## src/rtl/pb_pkg.sv

```systemverilog
// Shared types and sizing helpers for the push-button conditioner.
// Holds the per-channel FSM state encoding and the counter-width functions.
package pb_pkg;

   typedef enum logic [1:0] {
      IDLE   = 2'b00,
      DEB_DN = 2'b01,
      HELD   = 2'b10,
      DEB_UP = 2'b11
   } pb_state_e;

   function automatic int deb_width(input int deb_cyc);
      return $clog2(deb_cyc + 1);
   endfunction

   // After lng the hold counter wraps inside the repeat window, so this is its maximum.
   function automatic int hold_width(input int long_cyc, input int rep_cyc);
      return $clog2(long_cyc + rep_cyc + 1);
   endfunction

endpackage

```

## src/rtl/pb_chan.sv

```systemverilog
// One conditioner channel: polarity fix, synchroniser, debounce FSM,
// and hold counter driving registered press/release/long/repeat pulses.
module pb_chan
   import pb_pkg::*;
#(
   parameter int SYNC_STAGES = 2,
   parameter int DEB_CYC     = 1000000,
   parameter int LONG_CYC    = 100000000,
   parameter int REP_CYC     = 25000000,
   parameter bit ACTIVE_LOW  = 1'b0
) (
   input  logic clk,
   input  logic rst,
   input  logic pb,
   output logic level,
   output logic prss,
   output logic rls,
   output logic lng,
   output logic rpt
);

   localparam int DW = deb_width(DEB_CYC);
   localparam int HW = hold_width(LONG_CYC, REP_CYC);

   localparam logic [DW-1:0] DEB_LAST = DW'(DEB_CYC);
   localparam logic [DW-1:0] DEB_ONE  = DW'(1);
   localparam logic [HW-1:0] LONG_V   = HW'(LONG_CYC);
   localparam logic [HW-1:0] LONG_M1  = HW'(LONG_CYC - 1);
   localparam logic [HW-1:0] WRAP_M1  = HW'(LONG_CYC + REP_CYC - 1);
   localparam logic [HW-1:0] HOLD_ONE = HW'(1);

   logic                   pb_act;
   logic [SYNC_STAGES-1:0] sync_q;
   logic                   sync;
   pb_state_e              state;
   logic [DW-1:0]          deb_cnt;
   logic [HW-1:0]          hold_cnt;
   logic [HW-1:0]          hold_nxt;
   logic                   lng_hit;
   logic                   rpt_hit;

   assign pb_act = ACTIVE_LOW ? ~pb : pb;
   assign sync   = sync_q[SYNC_STAGES-1];

   // One held cycle of progress: count to LONG_CYC, then cycle through the repeat window.
   always_comb begin
      // NOTE: defaults first so every path assigns every output and no latch is inferred.
      hold_nxt = hold_cnt;
      lng_hit  = 1'b0;
      rpt_hit  = 1'b0;
      if (hold_cnt < LONG_V) begin
         hold_nxt = hold_cnt + HOLD_ONE;
         lng_hit  = (hold_cnt == LONG_M1);
      end else if (REP_CYC > 0) begin
         if (hold_cnt == WRAP_M1) begin
            hold_nxt = LONG_V;
            rpt_hit  = 1'b1;
         end else begin
            hold_nxt = hold_cnt + HOLD_ONE;
         end
      end
   end

   always_ff @(posedge clk) begin
      if (rst) begin
         sync_q   <= '0;
         state    <= IDLE;
         deb_cnt  <= '0;
         hold_cnt <= '0;
         level    <= 1'b0;
         prss     <= 1'b0;
         rls      <= 1'b0;
         lng      <= 1'b0;
         rpt      <= 1'b0;
      end else begin
         // NOTE: non-blocking so each stage takes its neighbour's old value; blocking would collapse the chain.
         sync_q <= {sync_q[SYNC_STAGES-2:0], pb_act};
         prss   <= 1'b0;
         rls    <= 1'b0;
         lng    <= 1'b0;
         rpt    <= 1'b0;
         unique case (state)
            IDLE: begin
               if (sync) begin
                  state   <= DEB_DN;
                  deb_cnt <= DEB_ONE;
               end
            end
            DEB_DN: begin
               if (!sync) begin
                  state <= IDLE;
               end else if (deb_cnt == DEB_LAST) begin
                  state    <= HELD;
                  prss     <= 1'b1;
                  level    <= 1'b1;
                  hold_cnt <= '0;
               end else begin
                  deb_cnt <= deb_cnt + DEB_ONE;
               end
            end
            HELD: begin
               if (!sync) begin
                  state   <= DEB_UP;
                  deb_cnt <= DEB_ONE;
               end else begin
                  hold_cnt <= hold_nxt;
                  lng      <= lng_hit;
                  rpt      <= rpt_hit;
               end
            end
            DEB_UP: begin
               if (sync) begin
                  state    <= HELD;
                  hold_cnt <= hold_nxt;
                  lng      <= lng_hit;
                  rpt      <= rpt_hit;
               end else if (deb_cnt == DEB_LAST) begin
                  state    <= IDLE;
                  rls      <= 1'b1;
                  level    <= 1'b0;
                  hold_cnt <= '0;
               end else begin
                  deb_cnt <= deb_cnt + DEB_ONE;
               end
            end
            default: state <= IDLE;
         endcase
      end
   end

endmodule

```

## src/rtl/pb_edge_multi.sv

```systemverilog
// N-channel push-button conditioner: independent pb_chan instances plus a
// registered any-event flag summarising last cycle's pulses.
module pb_edge_multi
   import pb_pkg::*;
#(
   parameter int N_CH        = 4,
   parameter int SYNC_STAGES = 2,
   parameter int DEB_CYC     = 1000000,
   parameter int LONG_CYC    = 100000000,
   parameter int REP_CYC     = 25000000,
   parameter bit ACTIVE_LOW  = 1'b0
) (
   input  logic            clk,
   input  logic            rst,
   input  logic [N_CH-1:0] pb,
   output logic [N_CH-1:0] level,
   output logic [N_CH-1:0] prss,
   output logic [N_CH-1:0] rls,
   output logic [N_CH-1:0] lng,
   output logic [N_CH-1:0] rpt,
   output logic            evt_any
);

   for (genvar i = 0; i < N_CH; i++) begin : g_chan
      pb_chan #(
         .SYNC_STAGES(SYNC_STAGES),
         .DEB_CYC    (DEB_CYC),
         .LONG_CYC   (LONG_CYC),
         .REP_CYC    (REP_CYC),
         .ACTIVE_LOW (ACTIVE_LOW)
      ) u_chan (
         .clk  (clk),
         .rst  (rst),
         .pb   (pb[i]),
         .level(level[i]),
         .prss (prss[i]),
         .rls  (rls[i]),
         .lng  (lng[i]),
         .rpt  (rpt[i])
      );
   end

   always_ff @(posedge clk) begin
      if (rst) evt_any <= 1'b0;
      else     evt_any <= |(prss | rls | lng | rpt);
   end

endmodule

```

## config.mk

```make
export PLATFORM = sky130hd
export DESIGN_NAME = pb_edge_multi
export DESIGN_NICKNAME = d
export VERILOG_FILES = /design/src/rtl/pb_pkg.sv /design/src/rtl/pb_chan.sv /design/src/rtl/pb_edge_multi.sv
export SDC_FILE = /design/constraint.sdc
export NUM_CORES = 1
export LEC_CHECK = 0
export BUFFER_PORTS_ARGS = -buffer_cell sky130_fd_sc_hd__buf_2
export CORE_AREA = 2 2 206 208
export CTS_BUF_LIST = sky130_fd_sc_hd__clkbuf_2
export DETAILED_ROUTE_END_ITERATION = 8
export DIE_AREA = 0 0 208 210
export PLACE_DENSITY = 0.49
export SLEW_MARGIN = 15
export SYNTH_ARGS = -nofsm -noshare
export SYNTH_HDL_FRONTEND = slang
export SYNTH_SLANG_ARGS = --single-unit
```

## constraint.sdc

```tcl
create_clock -name clk -period 2.2 [get_ports clk]
set_input_delay 0.22 -clock clk [delete_from_list [all_inputs] [get_ports clk]]
set_output_delay 0.22 -clock clk [all_outputs]
set_load 0.005 [all_outputs]
```

# Word level (Yosys, flattened, before mapping)
# Index checks and enable logic that the tools add are counted.
# W data, S select, Z words.
[word_totals] ff_bits=225 latch_bits=0 mem_bits_rw=0 mem_bits_ro=0 output_inout_bits=21 word_cells=289 n_memories=0
[op_classes] n_addsub=8 mul=0 div=0 n_lt_le_gt_ge=4 n_eq_ne=60 shifts=0 n_mux=108 bitwise=23 n_reduce_logical=49
[op_table] operator="$mux W27" count=24
[op_table] operator="$mux W20" count=20
[op_table] operator="$pmux W27 S3" count=4
[op_table] operator="$pmux W20 S4" count=4
[op_table] operator="$eq A27 B27 Y1 const B" count=8
[op_table] operator="$add A27 B1 Y27 const B" count=4
[op_table] operator="$lt A27 B27 Y1 const B" count=4
[op_table] operator="$add A20 B1 Y20 const B" count=4
[op_table] operator="$eq A20 B20 Y1 const B" count=4
[op_table] operator="$mux W2" count=24
[op_table] operator="$ne A2 B1 Y1 const B" count=20
[op_table] operator="$reduce_or A4 Y1" count=9
[op_table] operator="$pmux W2 S4" count=4
[op_table] operator="$reduce_and A4 Y1" count=8
[op_table] operator="$mux W1" count=24
[op_table] operator="$reduce_or A3 Y1" count=8
[op_table] operator="$not A1 Y1" count=20
[op_table] operator="$reduce_and A5 Y1" count=4
[op_table] operator="$eq A2 B2 Y1 const B" count=8
[op_table] operator="$ne A2 B2 Y1 const B" count=8
[op_table] operator="$ne A3 B1 Y1 const B" count=4
[op_table] operator="$ne A3 B3 Y1 const B" count=4
[op_table] operator="$or A4 B4 Y4" count=3
[op_table] operator="$reduce_and A3 Y1" count=4
[op_table] operator="6 further kinds" count=24

# Depth between registers and ports, before layout
[depth] word_depth=5 ltp_mapped=9

# Hierarchy
# Synthesis repeated with hierarchy kept, for this count alone.
[unflattened] hier_cells=1454 hier_area_um2=11890.2
[modules_own_cells] mod="pb_chan" n_inst=4 cells_per_inst=362 area_each_um2=2959.1 seq_area_each_um2=1121.1
[modules_own_cells] mod="pb_edge_multi" n_inst=1 cells_per_inst=6 area_each_um2=53.8 seq_area_each_um2=20.0

# Worst setup path before layout
# Ideal clock, no wire load.
[synth_timing] path_type="register to register" startpoint="register g_chan[3].u_chan.hold_cnt[7]" endpoint="register g_chan[3].u_chan.hold_cnt[3]" setup_time_ps=120 t_arrival_ps=2253 required_time_ps=2080 slack_ps=-173 path_stages_with_launch=9 synth_period_minus_slack_ps=2373 cell_sequence="dfxtp_1 > buf_6 > or4b_1 > or3_4 > or4_4 > buf_6 > nand2_4 > nor3_1 > a211o_1"
[synth_between] elab_chain_cells=5 word_cells_on_any_way=7 classes_between="order compare (1); eq/ne (1); mux (5)"
[synth_rtl] item="start, declared" line="pb_chan.sv:37" rtl="logic [HW-1:0] hold_cnt;"
[synth_rtl] item="start signal, assigned" line="pb_chan.sv:106" rtl="hold_cnt <= hold_nxt;"
[synth_rtl] item="start signal, assigned" line="pb_chan.sv:114" rtl="hold_cnt <= hold_nxt;"
[synth_rtl] item="parallel branches: the longest is 2 deep, another holds $lt A27 B27 Y1"
[synth_rtl] item="$mux W27 (*)" line="pb_chan.sv:51" rtl="if (hold_cnt < LONG_V) begin"
[synth_rtl] item="$mux W27 (on tied branches)" line="pb_chan.sv:112, pb_chan.sv:102"
[synth_rtl] item="$pmux W27 S3 (*)" line="pb_chan.sv:82" rtl="unique case (state)"
# Every way passes the cells marked *. The select of a mux whose other input is x is not followed.
# A chain may end at the register's enable or synchronous reset.

# Final worst setup path
[layout_timing] startpoint="register g_chan[3].u_chan.hold_cnt[6]" endpoint="register g_chan[3].u_chan.hold_cnt[7]"
[layout_between] elab_chain_cells=5 word_cells_on_any_way=8 classes_between="add/sub (1); order compare (1); eq/ne (1); mux (5)"
[layout_rtl] item="$add A27 B1 Y27 / $eq A27 B27 Y1 (equally long branches)" line="pb_chan.sv:52, pb_chan.sv:59, pb_chan.sv:55"
[layout_rtl] item="$mux W27" line="pb_chan.sv:55" rtl="if (hold_cnt == WRAP_M1) begin"
[layout_rtl] item="$mux W27 (*)" line="pb_chan.sv:51"
[layout_rtl] item="$mux W27 (on tied branches)" line="pb_chan.sv:112, pb_chan.sv:102"
[layout_rtl] item="$pmux W27 S3 (*)" line="pb_chan.sv:82"
# Every way passes the cells marked *; elsewhere a longest branch is shown, timed or not. The select of a mux whose other input is x is not followed.

==> results.md <==
* Commonest non-fill, non-tap cell in the layout: dfxtp_1
* Max Cap Viol at 0
* Hold Path Cell Cnt at 3
* GRT Overall Usage at about 15%
* Top FF cell, synth: dfxtp_1
* Max Fclk at ~0.46 GHz
* Cells after Synth at 1425
* Worst-skew pair later-pin latency at 0.90 ns
* Core Area at 41500 um^2
* Vias in the first global route at 10905
* Detailed Route WL at 32.1 mm
* 1st-iter DRT viols at between 700 and 800
* CTS Buffer Depth at 3
* Largest net degree at the start of global routing at 47
* Worst R2R End: g_chan[3].u_chan.hold_cnt[7]$_SDFFE_PP0P_
* Clock Tree Root: clkbuf_2
* Via/cell ratio at 5.16
* Sequential cell area fraction in the yosys report at 39.4%
* Min-delay src: rst
* Final Cell Area at 13600 um^2
* Row count at 75
* CP arrival at 2.94 ns
* Peak supply drop at 0.000292 V
* Share of cells above drive strength 1 at 18.5%
* First-pass GRT wire length at 54.1 mm
* Outcome: finished, final reports clean
* Post-synth ARST share at 0%
* Worst Setup Start Kind: flip-flop
* Layout Utilization at between 30% and 40%
* Via count at 11178
* Final nets at 1589
* GP Congestion at 0.856
* Grt total ovfl at 0
* Crit path kind: flip-flop to flip-flop
* CP endpoint kind: flip-flop
* Slew @ Worst Pin at roughly 0.66 ns
* Final Setup Violations at 0
* Routed wire per std cell at between 10 and 15 um
* Post-DP Area at 12700 um^2
* Chip width at 208 um
* IO buf count at 26
* Avg Cell Area, Syn at around 8 um^2
* Mapped Area at roughly 11000 um^2
* CP Max Fanout at 4
* Post-route ant nets at 0
* Number of synthesized flops with an enable pin at 0
* R2R setup slack at 0.03 ns
* Yosys warnings at 0
* Final Hold Fails at 0
* R2R Path Start: g_chan[3].u_chan.hold_cnt[6]$_SDFFE_PP0P_
* Lkg Pwr at 5.01 nW
* Fin crit share at approximately 99%
* Ranking of synthesized cells by area: dfxtp_1, nor2_1, o21ai_0, nand2_1, xor2_1
* CTS tree: done
* Total CTS buffers at 66
* RSZ-0062 raised after global routing: true
* Yosys top cell by area: dfxtp_1
* Filler Cell Count at 4467
* Synth Register Bits at 225
* H-Tree Depth at 3
* Hold Path Class: input port to flip-flop
* Area Overhead vs Synth at 19.0%
* Slew Viols, Final at 0
* Most frequent cells in the layout: dfxtp_1, nor2_1, nand2_1
* Synth Net Count at ~1400
* Req. time, crit path at 2.97 ns
* Min Clock Period, post-route at 2.17 ns
* Clock transition at the registers of the reported paths at roughly 0.10 ns
* Die height at 210 um
* Sinks on Clock Net at 225
* Initial antenna violation count at 2
* Cells on worst reg2reg path at 6
* Synth cell types at 80
* Worst setup skew after layout at 0.0620 ns
* DIE AREA at approximately 44000 um^2
* Starting Density at 27.6%
* Rel. slew slack at 55.2%
* IO Pins at 27
* Drc violations at 0
* Drt first pass iters at 5
* Post-detail-place hpwl at 22.2 mm
* PD cells at 555 nW/um^2
* Top cell type's share of synthesized area at 39.4%
## worst max-delay path, cell delays in order, from the launching register on
cell,delay (ns)
dfxtp_2,0.32
or4b_1,0.52
or3_4,0.39
or4_4,0.45
nand2_4,0.12
nor3_1,0.05
a211o_1,0.22
## cell usage after synthesis, types with 6 or more instances
| library cell | n |
|---|---|
| a211o_1 | 6 |
| a211oi_1 | 18 |
| a21oi_1 | 77 |
| a22o_1 | 6 |
| a311oi_1 | 6 |
| a31oi_1 | 33 |
| and2_1 | 14 |
| and3_1 | 39 |
| and4_1 | 20 |
| buf_4 | 21 |
| clkbuf_1 | 49 |
| dfxtp_1 | 225 |
| ha_1 | 12 |
| inv_1 | 36 |
| nand2_1 | 134 |
| nand2b_1 | 10 |
| nand3_1 | 74 |
| nand4_1 | 57 |
| nand4b_1 | 10 |
| nor2_1 | 156 |
| nor2b_1 | 11 |
| nor3_1 | 36 |
| nor3b_1 | 6 |
| nor4_1 | 29 |
| nor4b_1 | 22 |
| o21ai_0 | 113 |
| o31ai_1 | 13 |
| or2_2 | 7 |
| or3_1 | 19 |
| xnor2_1 | 14 |
| xor2_1 | 54 |
## flip-flops by register name, indices dropped and copies added (netlist names), named ones only
| register | flops |
|---|---|
| g_chan.u_chan.state | 4 |
| g_chan.u_chan.lng | 4 |
| g_chan.u_chan.prss | 4 |
| g_chan.u_chan.hold_cnt | 108 |
| g_chan.u_chan.rls | 4 |
| g_chan.u_chan.deb_cnt | 80 |
| g_chan.u_chan.sync_q | 8 |
| g_chan.u_chan.level | 4 |
| g_chan.u_chan.rpt | 4 |
| evt_any | 1 |
## per-layer routing
| layer | global-route usage, % | share of wire [%] | wire length (um) |
|---|---|---|---|
| met3 | 3.96 | 5.1 | 1640 |
| met4 | 5.72 | 2.8 | 900 |
| met5 | 0 | 0 | 0 |
| met1 | 19.6 | 48 | 15400 |
| met2 | 23.1 | 44 | 14100 |
## logic make-up (layout without fill, tap and decap cells)
| family | Yosys count | count (layout) | synth area share (%) |
|---|---|---|---|
| other | 0 | 6 | 0 |
| XOR/XNOR | 68 | 68 | 5.21 |
| flip-flops | 225 | 225 | 39.4 |
| multiplexers | 2 | 2 | 0.186 |
| adder cells (fa/ha/maj) | 14 | 14 | 1.49 |
| AND/OR/NAND/NOR | 677 | 677 | 31.7 |
| AO/OA/AOI/OAI | 324 | 324 | 17.2 |
| buffers and inverters | 115 | 310 | 4.80 |
## area by class of cell
class / instances / area [um^2] / area share (%)
clock inverters: 17 / 96.3 / 0.708
clock buffers: 100 / 500 / 3.68
flip-flops and latches: 225 / 4510 / 33.1
diodes: 6 / 15.0 / 0.110
inverters: 37 / 141 / 1.04
well taps: 539 / 674 / 4.96
repair buffers: 156 / 1170 / 8.59
multi-input cells: 1085 / 6500 / 47.8
## power breakdown
| part | internal, mW | leakage, nW | total [mW] | switching, mW |
|---|---|---|---|---|
| logic | 0.0821 | 2.72 | 0.221 | 0.139 |
| registers | 4.09 | 1.82 | 4.11 | 0.0218 |
| clock network | 1.32 | 0.469 | 3.22 | 1.90 |
## timing repair
| item | CTS | global route |
|---|---|---|
| setup endpoints to repair | 23 | 51 |
| endpoints found under the hold margin | 87 | 0 |
| hold buffers | 11 | 0 |
| buffers inserted | 2 | 1 |
| pin swaps | 2 | 6 |
| gates resized for setup | 5 | 28 |
## metrics by stage
step	total power [mW]	std cells	setup slack, ns	TNS, ns	hold slack [ns]
floorplan	4.34	1425	-0.115	-0.365	0.348
global placement	4.42	2028	-0.0342	-0.106	0.429
detailed placement	4.42	2028	-0.0503	-0.440	0.431
CTS	7.75	2158	0.0221	0	0.128
global route	8.01	2164	-0.0337	-0.104	0.131
finish	7.55	2165	0.0250	0	0.252
## worst max path at each step
stage	depth (start not counted)	startpoint	endpoint	slack (ns)
finish	6	g_chan[3].u_chan.hold_cnt[6]$_SDFFE_PP0P_	g_chan[3].u_chan.hold_cnt[7]$_SDFFE_PP0P_	0.03
global route	6	g_chan[3].u_chan.hold_cnt[6]$_SDFFE_PP0P_	g_chan[3].u_chan.hold_cnt[7]$_SDFFE_PP0P_	-0.03
CTS	7	g_chan[3].u_chan.hold_cnt[6]$_SDFFE_PP0P_	g_chan[3].u_chan.hold_cnt[13]$_SDFFE_PP0P_	0.02
detailed placement	6	g_chan[0].u_chan.deb_cnt[5]$_SDFFE_PP0P_	g_chan[0].u_chan.hold_cnt[1]$_SDFFE_PP0P_	-0.05
global placement	6	g_chan[0].u_chan.deb_cnt[5]$_SDFFE_PP0P_	g_chan[0].u_chan.hold_cnt[19]$_SDFFE_PP0P_	-0.03
floorplan	8	g_chan[3].u_chan.hold_cnt[7]$_SDFFE_PP0P_	g_chan[3].u_chan.hold_cnt[3]$_SDFFE_PP0P_	-0.11
Note: power is estimated with default switching activity, not from simulation.
